<file path="src/rtl/sha256_stream_bridge.sv">
`default_nettype none
// ============================================================================
// Module   : sha256_stream_bridge
// Purpose  : Assembles bus words into SHA-256 message blocks, sequences the
//            core for first/chained blocks and serves the digest as bus words.
// Revision : 1.0
// ============================================================================
module sha256_stream_bridge #(
    parameter int BUS_WIDTH    = 32,
    parameter int BLOCK_WIDTH  = 512,
    parameter int DIGEST_WIDTH = 256,
    parameter int CMD_WIDTH    = 3
) (
    input  logic                                       io_mainClk,
    input  logic                                       io_systemReset,
    input  logic                                       wr_en,
    input  logic [BUS_WIDTH-1:0]                       wr_data,
    input  logic                                       cmd_valid,
    input  logic [CMD_WIDTH-1:0]                       cmd_reg,
    output logic                                       cmd_ready,
    output logic [$clog2(BLOCK_WIDTH/BUS_WIDTH):0]     word_count,
    output logic                                       core_start,
    output logic                                       core_init_message,
    output logic                                       core_init_iv,
    output logic [BLOCK_WIDTH-1:0]                     core_data_in,
    input  logic                                       core_busy,
    input  logic                                       core_data_out_valid,
    input  logic [DIGEST_WIDTH-1:0]                    core_data_out,
    input  logic                                       digest_rd_en,
    output logic [BUS_WIDTH-1:0]                       digest_rd_data,
    output logic                                       digest_valid,
    output logic                                       module_busy,
    output logic                                       err_drop
);

    localparam int c_WORDS  = BLOCK_WIDTH / BUS_WIDTH;
    localparam int c_DWORDS = DIGEST_WIDTH / BUS_WIDTH;
    localparam int c_CW     = $clog2(c_WORDS) + 1;
    localparam int c_IW     = $clog2(c_WORDS);
    localparam int c_PW     = $clog2(c_DWORDS);

    localparam logic [c_CW-1:0] c_FULL     = c_CW'(c_WORDS);
    localparam logic [c_CW-1:0] c_ONE      = c_CW'(1);
    localparam logic [c_PW-1:0] c_PTR_LAST = c_PW'(c_DWORDS - 1);

    localparam logic [CMD_WIDTH-1:0] c_CMD_FIRST = CMD_WIDTH'(1);
    localparam logic [CMD_WIDTH-1:0] c_CMD_NEXT  = CMD_WIDTH'(2);
    localparam logic [CMD_WIDTH-1:0] c_CMD_CLEAR = CMD_WIDTH'(3);

    localparam logic [1:0] c_IDLE  = 2'd0;
    localparam logic [1:0] c_LOAD  = 2'd1;
    localparam logic [1:0] c_START = 2'd2;
    localparam logic [1:0] c_WAIT  = 2'd3;

    logic [1:0]                          r_state;
    logic [1:0]                          w_state_next;
    logic [0:c_WORDS-1][BUS_WIDTH-1:0]   r_block;
    logic [0:c_DWORDS-1][BUS_WIDTH-1:0]  r_digest;
    logic [c_CW-1:0]                     r_word_count;
    logic [c_PW-1:0]                     r_rd_ptr;
    logic                                r_digest_valid;
    logic                                r_err_drop;
    logic                                r_mode_first;

    logic              w_in_idle;
    logic              w_cmd_ready;
    logic              w_hash_cmd;
    logic              w_hash_go;
    logic              w_clear_cmd;
    logic              w_clear_go;
    logic              w_wr_ok;
    logic              w_drop;
    logic              w_capture;
    logic [c_IW-1:0]   w_wr_idx;

    assign w_in_idle   = (r_state == c_IDLE);
    assign w_cmd_ready = w_in_idle && (r_word_count == c_FULL);
    assign w_hash_cmd  = cmd_valid && ((cmd_reg == c_CMD_FIRST) || (cmd_reg == c_CMD_NEXT));
    assign w_hash_go   = w_hash_cmd && w_cmd_ready;
    assign w_clear_cmd = cmd_valid && (cmd_reg == c_CMD_CLEAR);
    assign w_clear_go  = w_clear_cmd && w_in_idle;
    // A write landing with CLEAR goes into the freshly emptied buffer.
    assign w_wr_ok     = wr_en && w_in_idle && (w_clear_go || (r_word_count < c_FULL));
    assign w_wr_idx    = w_clear_go ? '0 : r_word_count[c_IW-1:0];
    assign w_drop      = (wr_en && !w_wr_ok) || (w_hash_cmd && !w_cmd_ready)
                       || (w_clear_cmd && !w_in_idle);
    assign w_capture   = (r_state == c_WAIT) && core_data_out_valid;

    // State register
    always_ff @(posedge io_mainClk or posedge io_systemReset) begin
        if (io_systemReset) begin
            r_state <= c_IDLE;
        end else begin
            r_state <= w_state_next;
        end
    end

    // Next-state logic
    always_comb begin
        w_state_next = r_state;
        case (r_state)
            c_IDLE:  if (w_hash_go) w_state_next = c_LOAD;
            c_LOAD:  w_state_next = c_START;
            c_START: w_state_next = c_WAIT;
            c_WAIT:  if (core_data_out_valid) w_state_next = c_IDLE;
            default: w_state_next = c_IDLE;
        endcase
    end

    // Output logic
    always_comb begin
        core_init_message = 1'b0;
        core_init_iv      = 1'b0;
        core_start        = 1'b0;
        case (r_state)
            c_LOAD: begin
                core_init_message = 1'b1;
                core_init_iv      = r_mode_first;
            end
            c_START: core_start = 1'b1;
            default: ;
        endcase
        cmd_ready   = w_cmd_ready;
        module_busy = !w_in_idle || core_busy;
    end

    always_ff @(posedge io_mainClk or posedge io_systemReset) begin
        if (io_systemReset) begin
            r_block        <= '0;
            r_digest       <= '0;
            r_word_count   <= '0;
            r_rd_ptr       <= '0;
            r_digest_valid <= 1'b0;
            r_err_drop     <= 1'b0;
            r_mode_first   <= 1'b0;
        end else begin
            if (w_clear_go) r_block <= '0;
            if (w_wr_ok)    r_block[w_wr_idx] <= wr_data;

            if (w_capture)       r_word_count <= '0;
            else if (w_clear_go) r_word_count <= w_wr_ok ? c_ONE : '0;
            else if (w_wr_ok)    r_word_count <= r_word_count + 1'b1;

            if (w_hash_go) r_mode_first <= (cmd_reg == c_CMD_FIRST);

            if (w_capture) r_digest <= core_data_out;

            if (w_capture)                             r_digest_valid <= 1'b1;
            else if ((r_state == c_LOAD) || w_clear_go) r_digest_valid <= 1'b0;

            if (w_capture)         r_rd_ptr <= '0;
            else if (digest_rd_en) r_rd_ptr <= (r_rd_ptr == c_PTR_LAST) ? '0 : r_rd_ptr + 1'b1;

            r_err_drop <= (r_err_drop && !w_clear_go) || w_drop;
        end
    end

    assign word_count     = r_word_count;
    assign core_data_in   = r_block;
    assign digest_rd_data = r_digest[r_rd_ptr];
    assign digest_valid   = r_digest_valid;
    assign err_drop       = r_err_drop;

endmodule
`default_nettype wire

</file>
<file path="config.mk">
export PLATFORM = sky130hd
export DESIGN_NAME = sha256_stream_bridge
export DESIGN_NICKNAME = d
export VERILOG_FILES = /design/src/rtl/sha256_stream_bridge.sv
export SDC_FILE = /design/constraint.sdc
export NUM_CORES = 2
export LEC_CHECK = 0
export ABC_AREA = 1
export CAP_MARGIN = 20
export CORE_AREA = 2 2 335 337
export DETAILED_ROUTE_END_ITERATION = 10
export DIE_AREA = 0 0 337 339
export MAX_ROUTING_LAYER = met4
export PLACE_DENSITY = 0.55
export SYNTH_ARGS = -nofsm -noshare
export SYNTH_HDL_FRONTEND = slang
export SYNTH_SLANG_ARGS = --single-unit
</file>
<file path="constraint.sdc">
create_clock -name io_mainClk -period 70.5 [get_ports io_mainClk]
set_input_delay 14.1 -clock io_mainClk [delete_from_list [all_inputs] [get_ports io_mainClk]]
set_output_delay 14.1 -clock io_mainClk [all_outputs]
set_load 0.02 [all_outputs]
</file>
==> metrics <==
vias=31800; FF+latch area=0.0196 sq mm; share of layout cells above drive strength 1=0.0945; Die Y=339 um; crit-path leading delay family=buffers and inverters; post-place setup slack=41.14 ns; Setup WS post-layout=41.14 ns; worst clock skew=0.0383 ns; fin crit share=0.416; WP data arrival=15.26 ns; count of input and output buffers=853; RR Startpoint=r_state[0]; Synth Area per Inst=8.14 sq um; Worst Tran Pin Value=1.11 ns; Max Cap Viol=0; initial antenna violation count=29; power per cell area=42.9 mW/mm^2; # clock sinks=781; Post-CTS Setup Inserts=0; drt first pass iters=5; CP cell instances=clkdlybuf4s50_1 -> inv_1 -> nand2_1 -> clkdlybuf4s50_1; maximum clock rate=0.0341 GHz; RSZ-0062 raised after global routing=false; # setup viols final=0; Post-Route WL=151 mm; Fin. Hold Viols=0; vias per std cell=4.68; starting density of the core=0.337; Max Root-Sink Buffers=3; post-DP HPWL=97.7 mm; Initial DRC Count=2742; post-route minimum period=29.36 ns; Distinct cells, synth=27; reg2reg setup slack=66.48 ns; Cell Count Post-Placement=6621; clk_lat worst skew=0.67 ns; reg2reg path depth=11; crit path max fanout=1; Final Util=0.449; worst rel slew slack=0.261; CP max stage cell=clkdlybuf4s50_1; drt drc=0; Cell Area, Synth=0.0371 sq mm; Startpoint Class=input port; crit-path max cell delay=0.60 ns; run status=complete, no violations; Clock transition at path regs=0.05 ns; number of buffers created by CTS=92; fin nets=5534; number of flops mapped to enable cells by yosys=0; Total Routing Usage GR=0.266; Lkg Pwr=27.1 nW; Total Neg Setup Slack=0 ns; Max Slew Vio Count=0; synthesized flop and latch total=781; core area=0.110 sq mm; total chip power=2.13 mW; Post-Syn Instances=4562; Worst setup endpoint=module_busy; post-CTS sizing=0; Synthesis Warnings=0; CTS tree=built; CP required=56.40 ns; Routed wire per std cell=22.1 um; Crit path depth=4; post-synthesis sequential area ratio=0.526; DRT antenna net count=0; ys async rst share=1.00; hold path startpoint=r_digest[196]; gpl congestion=0.862; largest net degree at the start of global routing=212; Crit Path Category=in -> out; IO Pins=854; VDD IR max=0.0339 mV; FP Rows=122; Crit. End Element=output pin; Worst R2R End=core_data_in[300]; first-pass GRT wire length=218 mm; vias in the first global route=30800; Top FF cell, synth=dfrtp_1; Area Overhead vs Synth=33.5%; Post-Synthesis Net Count=4869; die area=0.114 sq mm; multi-input logic area=0.0139 sq mm; CTS Hold Buffers Added=0; WP buf/inv=3; Finished Layout Cells=6806; Crit. Startpoint=core_busy; total gr overflow=0; Die X=337 um; H-tree depth=3; Critical Path Most Common Cell=clkdlybuf4s50_1; fillers=11100; CTS Root Cell=clkbuf_16; Hold WC Path Type=reg -> reg
==> layout make-up <==
class | count | area share
flip-flops and latches | 781 | 0.394
multi-input cells | 2886 | 0.280
repair buffers | 930 | 0.185
clock buffers | 131 | 0.0534
inverters | 536 | 0.0409
well taps | 1488 | 0.0375
clock inverters | 28 | 0.00812
diodes | 26 | 0.00131
==> stage by stage <==
| stage | instance area [sq um] | hold WS, ns |
|---|---|---|
| after global placement | 46500 | 0.482 |
| after CTS | 49500 | 0.501 |
| after global routing | 49600 | 0.509 |
| final | 49600 | 0.499 |
| after floorplan | 37100 | 0.453 |
| after detailed placement | 46500 | 0.488 |
==> cells in the final DEF (no fill, tap or decap), types with 2 or more instances in the layout <==
| cell type | instances |
|---|---|
| a21oi_1 | 2 |
| buf_12 | 4 |
| buf_2 | 2 |
| buf_4 | 73 |
| bufinv_16 | 7 |
| clkbuf_1 | 20 |
| clkbuf_16 | 93 |
| clkbuf_8 | 18 |
| clkdlybuf4s50_1 | 851 |
| clkinv_16 | 2 |
| clkinv_2 | 13 |
| clkinvlp_4 | 3 |
| dfrtp_1 | 779 |
| dfrtp_4 | 2 |
| diode_2 | 26 |
| ha_1 | 9 |
| inv_1 | 530 |
| inv_2 | 2 |
| inv_4 | 3 |
| mux2_2 | 256 |
| nand2_1 | 1667 |
| nand2_2 | 4 |
| nand2_4 | 2 |
| nand3_1 | 529 |
| nand3_2 | 2 |
| nor2_1 | 199 |
| nor2_4 | 7 |
| o211ai_1 | 2 |
| o21ai_0 | 183 |
| o21ai_1 | 18 |
==> metal layers <==
metal | share of wire | vias up | global-route usage
met1 | 0.39 | 15100 | 0.313
li1 | - | 15400 | -
met4 | 0.043 | 0 | 0.114
met5 | 0 | - | -
met3 | 0.095 | 215 | 0.0844
met2 | 0.47 | 1195 | 0.417
==> how the worst min path moves through the flow <==
stage	cells past startpoint	to	slack [ns]
after floorplan	2	r_mode_first	0.45
after global placement	1	r_digest[217]	0.48
after detailed placement	2	r_mode_first	0.49
after CTS	1	r_digest[172]	0.50
after global routing	1	r_digest[65]	0.51
final	1	r_digest[196]	0.50
==> worst register-to-register path, delay by kind of cell, from the launching register on <==
| kind | cells | cell delay [ns] |
|---|---|---|
| flops | 1 | 0.42 |
| buf+inv | 4 | 1.93 |
| fa+ha+maj | 1 | 0.31 |
| simple gates | 6 | 1.25 |
==> report_power, final <==
| part | total [mW] | switching (mW) | internal, mW |
|---|---|---|---|
| Clock | 0.489 | 0.202 | 0.287 |
| Combinational | 0.927 | 0.548 | 0.379 |
| Sequential | 0.713 | 0.0994 | 0.614 |
| Total | 2.13 | 0.850 | 1.28 |
==> Yosys cell counts (2+ instances only) <==
| library cell | instances | share of area |
|---|---|---|
| nand2_1 | 1671 | 0.17 |
| dfrtp_1 | 781 | 0.53 |
| inv_1 | 532 | 0.054 |
| nand3_1 | 531 | 0.072 |
| mux2_2 | 256 | 0.078 |
| nor2_1 | 199 | 0.020 |
| o21ai_0 | 183 | 0.025 |
| buf_2 | 153 | 0.021 |
| clkbuf_1 | 137 | 0.014 |
| buf_4 | 56 | 0.011 |
| o21ai_1 | 18 | 0.0024 |
| buf_1 | 13 | 0.0013 |
| ha_1 | 9 | 0.0030 |
| nor2_2 | 4 | 0.00067 |
| inv_2 | 3 | 0.00030 |
| nor2_4 | 3 | 0.00091 |
| a21oi_1 | 2 | 0.00027 |
| o211ai_1 | 2 | 0.00040 |
==> flip-flops by register name, indices dropped and copies added, names as in the netlist <==
register	cells
core_data_in	512
digest_valid	1
err_drop	1
r_digest	256
r_mode_first	1
r_rd_ptr	3
r_state	2
word_count	5
==> cells by family after synthesis <==
group | after synthesis | synth area share
AND/OR/NAND/NOR | 2414 | 0.264
buffers and inverters | 895 | 0.101
flip-flops | 781 | 0.526
multiplexers | 256 | 0.0776
AO/OA/AOI/OAI | 207 | 0.0282
adder cells (fa/ha/maj) | 9 | 0.00303
Power figures use the tool's default switching activity.
